### config.mk
export PLATFORM = sky130hd
export DESIGN_NAME = sat_hold_monitor_flat
export DESIGN_NICKNAME = d
export VERILOG_FILES = /design/src/rtl/sat_hold_monitor_if.sv /design/src/rtl/sat_hold_monitor.sv /design/src/flat_wrapper.sv
export SDC_FILE = /design/constraint.sdc
export NUM_CORES = 1
export LEC_CHECK = 0
export ABC_AREA = 1
export CAP_MARGIN = 20
export CORE_MARGIN = 2
export CORE_UTILIZATION = 52
export DETAILED_ROUTE_END_ITERATION = 16
export PLACE_DENSITY_LB_ADDON = 0.1
export SLEW_MARGIN = 20
export SYNTH_ARGS = -nofsm -noshare
export SYNTH_HDL_FRONTEND = slang
export SYNTH_SLANG_ARGS = --single-unit
### constraint.sdc
create_clock -name clk -period 2.85 [get_ports clk]
set_input_delay 0.285 -clock clk [delete_from_list [all_inputs] [get_ports clk]]
set_output_delay 0.285 -clock clk [all_outputs]
set_load 0.01 [all_outputs]
### src/rtl/sat_hold_monitor_if.sv
// Handshake bundle between the saturation source/controller and the hold monitor.
interface sat_hold_monitor_if #(
  parameter int unsigned CNT_W = 4
);
  logic             i1;
  logic             lvl_in;
  logic             ack;
  logic             alarm;
  logic             busy;
  logic [CNT_W-1:0] evt_cnt;
  logic [2:0]       state_o;

  modport master (
    output i1, lvl_in, ack,
    input  alarm, busy, evt_cnt, state_o
  );

  modport slave (
    input  i1, lvl_in, ack,
    output alarm, busy, evt_cnt, state_o
  );
endinterface

### src/rtl/sat_hold_monitor.sv
// Raises an alarm once lvl_in has been sampled high for HOLD_LEN consecutive
// armed edges; alarm is held until acknowledged and cannot retrigger until
// lvl_in drops. Counts alarm entries with a saturating counter.
module sat_hold_monitor #(
  parameter int unsigned HOLD_LEN = 4,
  parameter int unsigned CNT_W    = 4
) (
  input logic               clk,
  input logic               reset,
  sat_hold_monitor_if.slave mon_if
);

  localparam int unsigned HOLD_W = 4;
  localparam logic [CNT_W-1:0] EVT_MAX = {CNT_W{1'b1}};

  typedef enum logic [2:0] {
    ST_IDLE     = 3'd0,
    ST_ARMED    = 3'd1,
    ST_HOLD     = 3'd2,
    ST_ALARM    = 3'd3,
    ST_WAIT_LOW = 3'd4
  } state_t;

  state_t              state_q, state_d;
  logic [HOLD_W-1:0]   hold_q, hold_d;
  logic [HOLD_W:0]     hold_inc;
  logic [CNT_W-1:0]    evt_q;
  logic                alarm_q;
  logic                busy_q;
  logic                enter_alarm;

  assign hold_inc    = {1'b0, hold_q} + (HOLD_W+1)'(1);
  assign enter_alarm = (state_d == ST_ALARM) && (state_q != ST_ALARM);

  // Next-state and hold-counter logic; hold counter is zero outside HOLD.
  always_comb begin
    state_d = ST_IDLE;
    hold_d  = '0;
    case (state_q)
      ST_IDLE: begin
        state_d = mon_if.i1 ? ST_ARMED : ST_IDLE;
      end
      ST_ARMED: begin
        if (!mon_if.i1) begin
          state_d = ST_IDLE;
        end else if (mon_if.lvl_in) begin
          if (HOLD_LEN == 1) begin
            state_d = ST_ALARM;
          end else begin
            state_d = ST_HOLD;
            hold_d  = HOLD_W'(1);
          end
        end else begin
          state_d = ST_ARMED;
        end
      end
      ST_HOLD: begin
        if (!mon_if.i1) begin
          state_d = ST_IDLE;
        end else if (!mon_if.lvl_in) begin
          state_d = ST_ARMED;
        end else if (hold_inc == (HOLD_W+1)'(HOLD_LEN)) begin
          state_d = ST_ALARM;
        end else begin
          state_d = ST_HOLD;
          hold_d  = hold_inc[HOLD_W-1:0];
        end
      end
      // Arm enable is deliberately ignored while the alarm is pending.
      ST_ALARM: begin
        if (!mon_if.ack) begin
          state_d = ST_ALARM;
        end else if (mon_if.lvl_in) begin
          state_d = ST_WAIT_LOW;
        end else begin
          state_d = mon_if.i1 ? ST_ARMED : ST_IDLE;
        end
      end
      ST_WAIT_LOW: begin
        if (!mon_if.lvl_in) begin
          state_d = mon_if.i1 ? ST_ARMED : ST_IDLE;
        end else begin
          state_d = ST_WAIT_LOW;
        end
      end
      default: begin
        state_d = ST_IDLE;
      end
    endcase
  end

  // State, hold counter, registered outputs and saturating event counter.
  always_ff @(posedge clk) begin
    if (reset) begin
      state_q <= ST_IDLE;
      hold_q  <= '0;
      evt_q   <= '0;
      alarm_q <= 1'b0;
      busy_q  <= 1'b0;
    end else begin
      state_q <= state_d;
      hold_q  <= hold_d;
      alarm_q <= (state_d == ST_ALARM);
      busy_q  <= (state_d == ST_HOLD) || (state_d == ST_ALARM) ||
                 (state_d == ST_WAIT_LOW);
      if (enter_alarm && (evt_q != EVT_MAX)) begin
        evt_q <= evt_q + CNT_W'(1);
      end
    end
  end

  assign mon_if.alarm   = alarm_q;
  assign mon_if.busy    = busy_q;
  assign mon_if.evt_cnt = evt_q;
  assign mon_if.state_o = state_q;

endmodule

### src/flat_wrapper.sv
// flat-port wrapper written by rule: the top's interface ports become plain ports
module sat_hold_monitor_flat 
#(
  parameter int unsigned HOLD_LEN = 4,
  parameter int unsigned CNT_W    = 4
)
  (clk, reset, mon_if_i1, mon_if_lvl_in, mon_if_ack, mon_if_alarm, mon_if_busy, mon_if_evt_cnt, mon_if_state_o);
  sat_hold_monitor_if #(.CNT_W(CNT_W)) mon_if_i ();
  input logic clk;
  input logic reset;
  input wire logic [$bits(mon_if_i.i1)-1:0] mon_if_i1;
  input wire logic [$bits(mon_if_i.lvl_in)-1:0] mon_if_lvl_in;
  input wire logic [$bits(mon_if_i.ack)-1:0] mon_if_ack;
  output wire logic [$bits(mon_if_i.alarm)-1:0] mon_if_alarm;
  output wire logic [$bits(mon_if_i.busy)-1:0] mon_if_busy;
  output wire logic [$bits(mon_if_i.evt_cnt)-1:0] mon_if_evt_cnt;
  output wire logic [$bits(mon_if_i.state_o)-1:0] mon_if_state_o;
  assign mon_if_i.i1 = mon_if_i1;
  assign mon_if_i.lvl_in = mon_if_lvl_in;
  assign mon_if_i.ack = mon_if_ack;
  assign mon_if_alarm = mon_if_i.alarm;
  assign mon_if_busy = mon_if_i.busy;
  assign mon_if_evt_cnt = mon_if_i.evt_cnt;
  assign mon_if_state_o = mon_if_i.state_o;
  sat_hold_monitor #(.HOLD_LEN(HOLD_LEN), .CNT_W(CNT_W)) u_core (.clk(clk), .reset(reset), .mon_if(mon_if_i));
endmodule
---- Yosys cells after proc, flatten, opt, wreduce, memory -nomap -nowiden ----
Cells that the tools add are included.
storage, ports and cells
  output and inout port bits .............. 9
  logic and storage cells ................. 37
  input port bits ......................... 5
  register bits ........................... 13
cells by class
  multiplexer cells ....................... 15
  add/sub/neg operators ................... 2
  reduce and logical (&&, ||, !) cells .... 5
  eq/ne operators ......................... 10
operators by type and width
  cell                   count
  $mux W4                4
  $mux W3                5
  $pmux W3 S5            1
  $eq A3 B2 Y1 const B   4
  $pmux W4 S2            1
  $eq A3 B3 Y1 const B   2
  $add A4 B1 Y5 const B  1
  $eq A5 B3 Y1 const B   1
  $add A4 B1 Y4 const B  1
  $ne A4 B4 Y1 const B   1
  $eq A3 B1 Y1 const B   1
  $logic_not A3 Y1       1
  $mux W1                3
  $ne A3 B2 Y1 const B   1
  $logic_and A1 B1 Y1    2
  $logic_or A1 B1 Y1     2
  $mux W2                1

---- Longest topological paths before layout ----
Gate-level depths: netlist of run 1.
  depth after elaboration ................. 9
  depth in mapped cells ................... 10
  mapped depth without buffers ............ 10

---- Worst setup path after synthesis of run 1 ----
No wires, ideal clock.
  path type ............................... register to register
  from .................................... register u_core.hold_q[0]
  to ...................................... register u_core.evt_q[2], in the netlist u_core.mon_if.evt_cnt[2]
  path slack .............................. 1533 ps
  data required time ...................... 2718 ps
  arrival time ............................ 1185 ps
  setup time .............................. 132 ps
  clock period less this slack ............ 1317 ps
  path buffers ............................ 0
  cell stages (with the launch flop) ...... 11
  path through ............................ dfxtp_1 -> ha_1 -> inv_1 -> nor2_1 -> nand3_2 -> nand2_1 -> nand2_2 -> nand2_4 -> nand3_2 -> nand2_1 -> a21oi_2
between the ends
  longest elaborated chain between the ends .. 9
RTL lines
  element                   RTL line                 source
  start: declaration        sat_hold_monitor.sv:25   logic [HOLD_W-1:0] hold_q, hold_d;
  start signal: assignment  sat_hold_monitor.sv:102  hold_q <= hold_d;
  $add A4 B1 Y5             sat_hold_monitor.sv:32   assign hold_inc = {1'b0, hold_q} + (HOLD_W+1)'(1);
  $eq A5 B3 Y1              sat_hold_monitor.sv:62   end else if (hold_inc == (HOLD_W+1)'(HOLD_LEN)) begin
  $mux W1                   sat_hold_monitor.sv:62
  $mux W3                   sat_hold_monitor.sv:60   end else if (!mon_if.lvl_in) begin
  $mux W3                   sat_hold_monitor.sv:58   if (!mon_if.i1) begin
  $pmux W3 S5               sat_hold_monitor.sv:39   case (state_q)
  $eq A3 B2 Y1              sat_hold_monitor.sv:33   assign enter_alarm = (state_d == ST_ALARM) && (state_q != ST_ALARM);
  $logic_and A1 B1 Y1       sat_hold_monitor.sv:33
  $logic_and A1 B1 Y1       sat_hold_monitor.sv:106  if (enter_alarm && (evt_q != EVT_MAX)) begin
  end signal: assignment    sat_hold_monitor.sv:107  evt_q <= evt_q + CNT_W'(1);
  end: declaration          sat_hold_monitor.sv:27   logic [CNT_W-1:0] evt_q;
Every way passes these cells.
A chain may end at the register's enable or synchronous reset.

---- Worst setup path after layout of run 1 ----
  from .................................... register u_core.evt_q[2], in the netlist u_core.mon_if.evt_cnt[2]
  to ...................................... output mon_if_evt_cnt[2]
RTL lines
  element           RTL line            source
  end: declaration  flat_wrapper.sv:16  output wire logic [$bits(mon_if_i.evt_cnt)-1:0] mon_if_evt_cnt;
No word-level cell between the ends.

==> results by group, run 1 <==
Outcome
  – Status: finished clean

Timing
  – Final worst-path cycle share: 0.559
  – Final Hold Fails: 0
  – Fmax: 627 MHz
  – Slew headroom: 0.668
  – Setup TNS: 0 ns
  – Final setup violation count: 0
  – Slew @ Worst Pin: 0.496 ns
  – Worst hold slack: 0.505 ns
  – Post-layout min period: 1.59 ns
  – Max Slew Vio Count: 0
  – Final setup margin: 1.26 ns
  – Unrepaired setup endpoints after global routing: no
  – Skew final: 0.00391 ns

Worst setup path
  – R2r setup slk: 1.35 ns
  – CP required: 2.57 ns
  – CP cell instances: clkdlybuf4s50_1
  – CP max-delay cell: clkdlybuf4s50_1
  – Kind of start point of the critical path: register
  – CP startpoint: u_core.mon_if.evt_cnt[2]
  – R2r endpoint: u_core.mon_if.evt_cnt[2]
  – Critical path buffer and inverter count: 1
  – Crit. End Element: output pin
  – Critical path depth: 1
  – Crit path kind: reg2out
  – FF-to-FF Start: u_core.hold_q[0]
  – CP Max Fanout: 5
  – Top delay family on crit path: buffers and inverters
  – Cells on worst reg2reg path: 10
  – CP arrival: 1.31 ns
  – Crit path capture: mon_if_evt_cnt[2]
  – Critical path's largest stage delay: 0.58 ns

Global routing
  – Met2 usage: 0.349
  – Met1 Track Usage GR: 0.272
  – Busiest grt layer: met2
  – GRT Overall Usage: 0.217
  – Initial antenna violation count: 0
  – Routing usage on met3: 0.0333
  – Largest net degree at the start of global routing: 12
  – Global-route wire length before repair: 2270 µm
  – Gr ovfl total: 0
  – Vias in the first global route: 523

Placement
  – PortBufs: 13
  – GPL Wtd Cong: 0.682
  – Placed cell area: 832 µm²
  – Post-Place Cells: 112
  – Worst slack, placed: 1.22 ns
  – Detailed Place HPWL: 1100 µm

CTS
  – H-Tree Depth: 1
  – Clock Path Buffers: 2
  – Sink Count: 13
  – Hold_buf cts: 0
  – Clock root cell: clkbuf_4
  – TritonCTS Buffers: 3
  – Post-CTS Setup Bufs: 0
  – Clk slew on worst S/H paths: 0.08 ns
  – CTS tree: yes
  – CTS resizes: 0
  – Clock Latency Late Sink: 0.27 ns

Synth
  – Post-synthesis instance total: 85
  – Post-synthesis compound-gate area fraction: 0.166
  – Syn_area_per_cell: 8.08 µm²
  – Post-Synth Adder-Cell Area: 0.0364
  – Register area share after synthesis: 0.379
  – Post-synthesis mux area share: 0
  – Unique masters post-synth: 22
  – Post-Syn Area: 687 µm²
  – Seq cells post-synth: 13
  – Largest family of logic cells by synthesized area: simple AND/OR/NAND/NOR gates
  – Syn. warnings: 0
  – XOR/XNOR share of the synthesized area: 0.0255
  – Simple-gate share of the synthesized area: 0.317
  – Mapped Nets: 92

Pwr
  – Maximum VDD drop: 0.228 mV
  – P_leak: 0.350 nW
  – Pwr/cell area: 389 nW/µm²

Die
  – Core Area: 1270 µm²
  – Initial core utilization: 0.541
  – Die X: 40.3 µm
  – Row count: 13
  – Die ar.: 1630 µm²
  – I/O pins: 14
  – Die height: 40.3 µm

Drt
  – DRT Wirelength: 1430 µm
  – DR vias: 604
  – DR iter-0 viols: 19
  – Pre-antenna DRT Iters: 4
  – WL/cell: 12.3 µm
  – Vias per cell: 5.21
  – ANT nets after route: 0
  – Drc violations: 0

Final layout
  – Final Cell Area: 858 µm²
  – Flip-flop and latch area: 260 µm²
  – Share of post-route cells with drive strength above 1: 0.228
  – Area added between synthesis and finish: 25.0%
  – Area of the multi-input gates: 374 µm²
  – Post-route insts no fill: 116
  – FILL cells: 112
  – Nets: 109
  – Diode count: 0

Hold path
  – Hold Path Class: reg2reg

Run
  – Number of max-cap violations: 0
[flip-flops by register name, summed over array words and instances, names as in the netlist]
| register | flops |
|---|---|
| u_core.mon_if.busy | 1 |
| u_core.mon_if.evt_cnt | 4 |
| u_core.mon_if.state_o | 3 |
| u_core.mon_if.alarm | 1 |
| u_core.hold_q | 4 |
[worst min path at each step]
stage	from	to	slack [ns]	depth (start not counted)
after global routing	u_core.hold_q[3]	u_core.hold_q[3]	0.53	2
after floorplan	reset	u_core.hold_q[1]	0.44	3
final	u_core.hold_q[3]	u_core.hold_q[3]	0.51	2
after detailed placement	u_core.mon_if.evt_cnt[1]	u_core.mon_if.evt_cnt[1]	0.49	2
after global placement	u_core.hold_q[3]	u_core.hold_q[3]	0.49	2
after CTS	u_core.hold_q[3]	u_core.hold_q[3]	0.51	2
[cell families after synthesis]
group                      after synthesis
xor gates and xnor gates                 2
and+or+nand+nor                         41
AOI/OAI and AO/OA                       13
DFF                                     13
adders and majority gates                2
buffers and inverters                   14
[layout by cell type, fill, tap and decap left out, types with 2 or more instances in the layout]
master | netlist | final
nand4_1 | 4 | 4
nand2_2 | 4 | 4
inv_1 | 10 | 10
dfxtp_1 | 13 | 13
a31oi_4 | 2 | 2
ha_1 | 2 | 2
a21oi_2 | 4 | 4
clkbuf_4 | 0 | 3
nand3_1 | 5 | 5
inv_2 | 3 | 3
nor2_2 | 3 | 3
nor2_1 | 6 | 6
a21oi_1 | 5 | 5
nand2_1 | 14 | 14
clkdlybuf4s50_1 | 0 | 13
nand3_2 | 2 | 2
[cells in the mapped netlist]
cell type | instances | area share
nand2_1 | 14 | 0.077
dfxtp_1 | 13 | 0.38
inv_1 | 10 | 0.055
nor2_1 | 6 | 0.033
a21oi_1 | 5 | 0.036
nand3_1 | 5 | 0.036
a21oi_2 | 4 | 0.051
nand2_2 | 4 | 0.036
nand4_1 | 4 | 0.036
inv_2 | 3 | 0.016
nor2_2 | 3 | 0.027
a31oi_4 | 2 | 0.062
ha_1 | 2 | 0.036
nand3_2 | 2 | 0.029
a31oi_1 | 1 | 0.0091
clkbuf_1 | 1 | 0.0055
nand2_4 | 1 | 0.016
nand4_2 | 1 | 0.018
nor3_1 | 1 | 0.0073
o21ai_1 | 1 | 0.0073
xnor2_1 | 1 | 0.013
xor2_1 | 1 | 0.013
[metal layers]
metal,part of all wire,up-vias,wire length [µm]
met1,0.44,269,635
met3,0.034,5,48
met2,0.50,14,712
met4,0.023,0,33
li1,-,316,-
met5,0,-,0
[layout make-up]
| type | count | share of cell area |
|---|---|---|
| inverter | 13 | 0.0569 |
| multi-input combinational | 58 | 0.436 |
| timing repair buffer | 13 | 0.152 |
| clock buffer | 4 | 0.0306 |
| sequential | 13 | 0.303 |
| tap | 15 | 0.0219 |
[report_power, final]
part           total (W)  internal [W]  switching [W]
clock           0.000113     0.0000543      0.0000583
combinational  0.0000345     0.0000151      0.0000195
sequential      0.000187      0.000184     0.00000254
[metrics by stage]
| stage | power, W | utilization |
|---|---|---|
| after floorplan | 0.000210 | - |
| after global placement | 0.000225 | 0.656 |
| after detailed placement | 0.000225 | 0.656 |
| after CTS | 0.000341 | 0.677 |
| after global routing | 0.000347 | 0.677 |
| final | 0.000334 | 0.677 |
Note: power is estimated with default switching activity, not from simulation.
==> inputs of run 2 (changes only) <==
- CORE_UTILIZATION: 52 -> 43
- clock period: 2.85 -> 1.28 ns (I/O delays scaled with it)
==> run 2 against run 1 <==
Effect of this change:
- the flow now finishes with violations (setup timing)
- count of clock-buffer cells in the layout unchanged
- final cell count rose by 15%
- hold slack gained 0.00089 ns
- clock skew increased by 0.0041 ns
- cell area rose by 26%
- critical path depth rose by 9
- non-clock buffer count up 16
- setup slack worse by 1.3 ns
- via count rose by 8.6%
- global-route usage fell by 3.4 points
- sequential share of layout area fell by 5.0 points
- largest cell class unchanged
==> results by group, run 2 (synthesis gave the netlist of run 1 again) <==
Timing
  – Fmax: 743 MHz
  – Final setup margin: -0.0652 ns
  – Final Hold Fails: 0
  – Final setup violation count: 4
  – Slew @ Worst Pin: 0.284 ns
  – Setup TNS: -0.210 ns
  – Worst hold slack: 0.506 ns
  – Max Slew Vio Count: 0
  – Final worst-path cycle share: 1.05
  – Unrepaired setup endpoints after global routing: yes
  – Skew final: 0.00803 ns
  – Slew headroom: 0.810
  – Post-layout min period: 1.35 ns

Final layout
  – Most frequent cells in the layout: 14 x buf_4, 9 x inv_1, 9 x nand2_1
  – FILL cells: 123
  – Final Cell Area: 1080 µm²
  – Diode count: 0
  – Nets: 125
  – Share of post-route cells with drive strength above 1: 0.487
  – Commonest non-fill, non-tap cell in the layout: buf_4
  – Util after Layout: 0.715
  – Area added between synthesis and finish: 56.8%

CTS
  – H-Tree Depth: 1
  – Clock Path Buffers: 2
  – Clock Latency Late Sink: 0.28 ns
  – Clock root cell: clkbuf_4
  – Sink Count: 13
  – TritonCTS Buffers: 3
  – CTS tree: yes
  – Clk slew on worst S/H paths: 0.08 ns

Global routing
  – Largest net degree at the start of global routing: 8
  – Initial antenna violation count: 0
  – Vias in the first global route: 619
  – Global-route wire length before repair: 2550 µm
  – GRT Overall Usage: 0.183
  – Gr ovfl total: 0

Die
  – I/O pins: 14
  – Row count: 14
  – Die X: 44.0 µm
  – Initial core utilization: 0.456
  – Die height: 44.0 µm
  – Die ar.: 1930 µm²
  – Core Area: 1510 µm²

Placement
  – GPL Wtd Cong: 0.747
  – Detailed Place HPWL: 1150 µm
  – Placed cell area: 942 µm²
  – PortBufs: 13
  – Worst slack, placed: -0.172 ns

Drt
  – DR vias: 656
  – WL/cell: 12.0 µm
  – DRT Wirelength: 1590 µm
  – Drc violations: 0
  – ANT nets after route: 0
  – DR iter-0 viols: 2
  – Pre-antenna DRT Iters: 4
  – Vias per cell: 4.93

Hold path
  – Hold EP: u_core.mon_if.state_o[2]
  – Worst Hold Launch: reset
  – Hold Path Class: in2reg
  – Hold Path Depth: 2

Worst setup path
  – CP max-delay cell: dfxtp_2
  – R2r setup slk: -0.07 ns
  – Cells on worst reg2reg path: 10
  – Critical path's largest stage delay: 0.37 ns
  – Kind of start point of the critical path: register
  – CP cell instances: ha_4 > inv_2 > nor2_4 > nand3_2 > nand2_2 > nand2_4 > nand2_4 > nand3_4 > nand2_2 > a21oi_2
  – CP Max Fanout: 6
  – CP required: 1.45 ns
  – CP arrival: 1.51 ns
  – Crit path kind: reg2reg
  – R2r endpoint: u_core.mon_if.evt_cnt[0]
  – Crit. End Element: register
  – FF-to-FF Start: u_core.hold_q[1]

Pwr
  – Maximum VDD drop: 0.672 mV
  – Pwr/cell area: 705 nW/µm²
  – P_leak: 0.518 nW

Run
  – Number of max-cap violations: 0

Outcome
  – Status: finished with violations
  – Failing checks: setup timing
[run 2: per-layer routing]
layer,GRT usage,vias to the layer above,share of wire
li1,-,342,-
met1,0.213,299,0.41
met2,0.297,11,0.52
met3,0.0792,4,0.047
met4,0.0667,0,0.017
met5,0,-,0
[run 2: layout make-up]
| class | instances | area [µm²] | area share |
|---|---|---|---|
| clock buffer | 4 | 26.3 | 0.0244 |
| inverter | 13 | 48.8 | 0.0453 |
| multi-input combinational | 58 | 452 | 0.419 |
| sequential | 13 | 273 | 0.253 |
| tap | 16 | 20.0 | 0.0186 |
| timing repair buffer | 29 | 258 | 0.239 |
[run 2: timing repair]
item	CTS	global route
endpoints found under the setup margin	10	11
hold buffers	0	0
buffers inserted	1	1
gates resized for setup	19	17
pin swaps	8	11
[run 2: where the power goes]
part           switching, W  leakage, nW  internal [W]  total, W
combinational     0.0000538        0.394     0.0000470  0.000101
clock              0.000126       0.0150      0.000121  0.000247
sequential       0.00000562        0.109      0.000407  0.000412
[run 2: critical path: cells and delay by family, from the launching register on]
family                     cells  cell delay [ns]
AOI/OAI and AO/OA              1             0.05
adders and majority gates      1             0.14
buffers and inverters          1             0.04
and+or+nand+nor                7             0.63
DFF                            1             0.37
[run 2: worst max path at each step]
stage                           startpoint  cells past startpoint  slack [ns]                        to
after detailed placement         mon_if_i1                      8       -0.17  u_core.mon_if.evt_cnt[3]
final                     u_core.hold_q[1]                     10       -0.07  u_core.mon_if.evt_cnt[0]
after floorplan           u_core.hold_q[1]                     10        0.02  u_core.mon_if.evt_cnt[2]
after CTS                 u_core.hold_q[0]                     10       -0.06  u_core.mon_if.evt_cnt[3]
after global placement           mon_if_i1                      8       -0.16  u_core.mon_if.evt_cnt[3]
after global routing      u_core.hold_q[1]                     10       -0.16  u_core.mon_if.evt_cnt[0]
[run 2: through the flow]
step | cells | power [W]
2_1_floorplan | 85 | 0.000468
3_3_place_gp | 127 | 0.000513
3_5_place_dp | 127 | 0.000514
4_1_cts | 132 | 0.000763
5_1_grt | 133 | 0.000804
6_report | 133 | 0.000760
==> inputs of run 3 (changes only) <==
- CTS_CLUSTER_DIAMETER: not set -> 30
- HOLD_SLACK_MARGIN: not set -> 0.05
==> results of run 3 <==
Same layout as run 2: the final DEF is identical, and so are final timing and power.
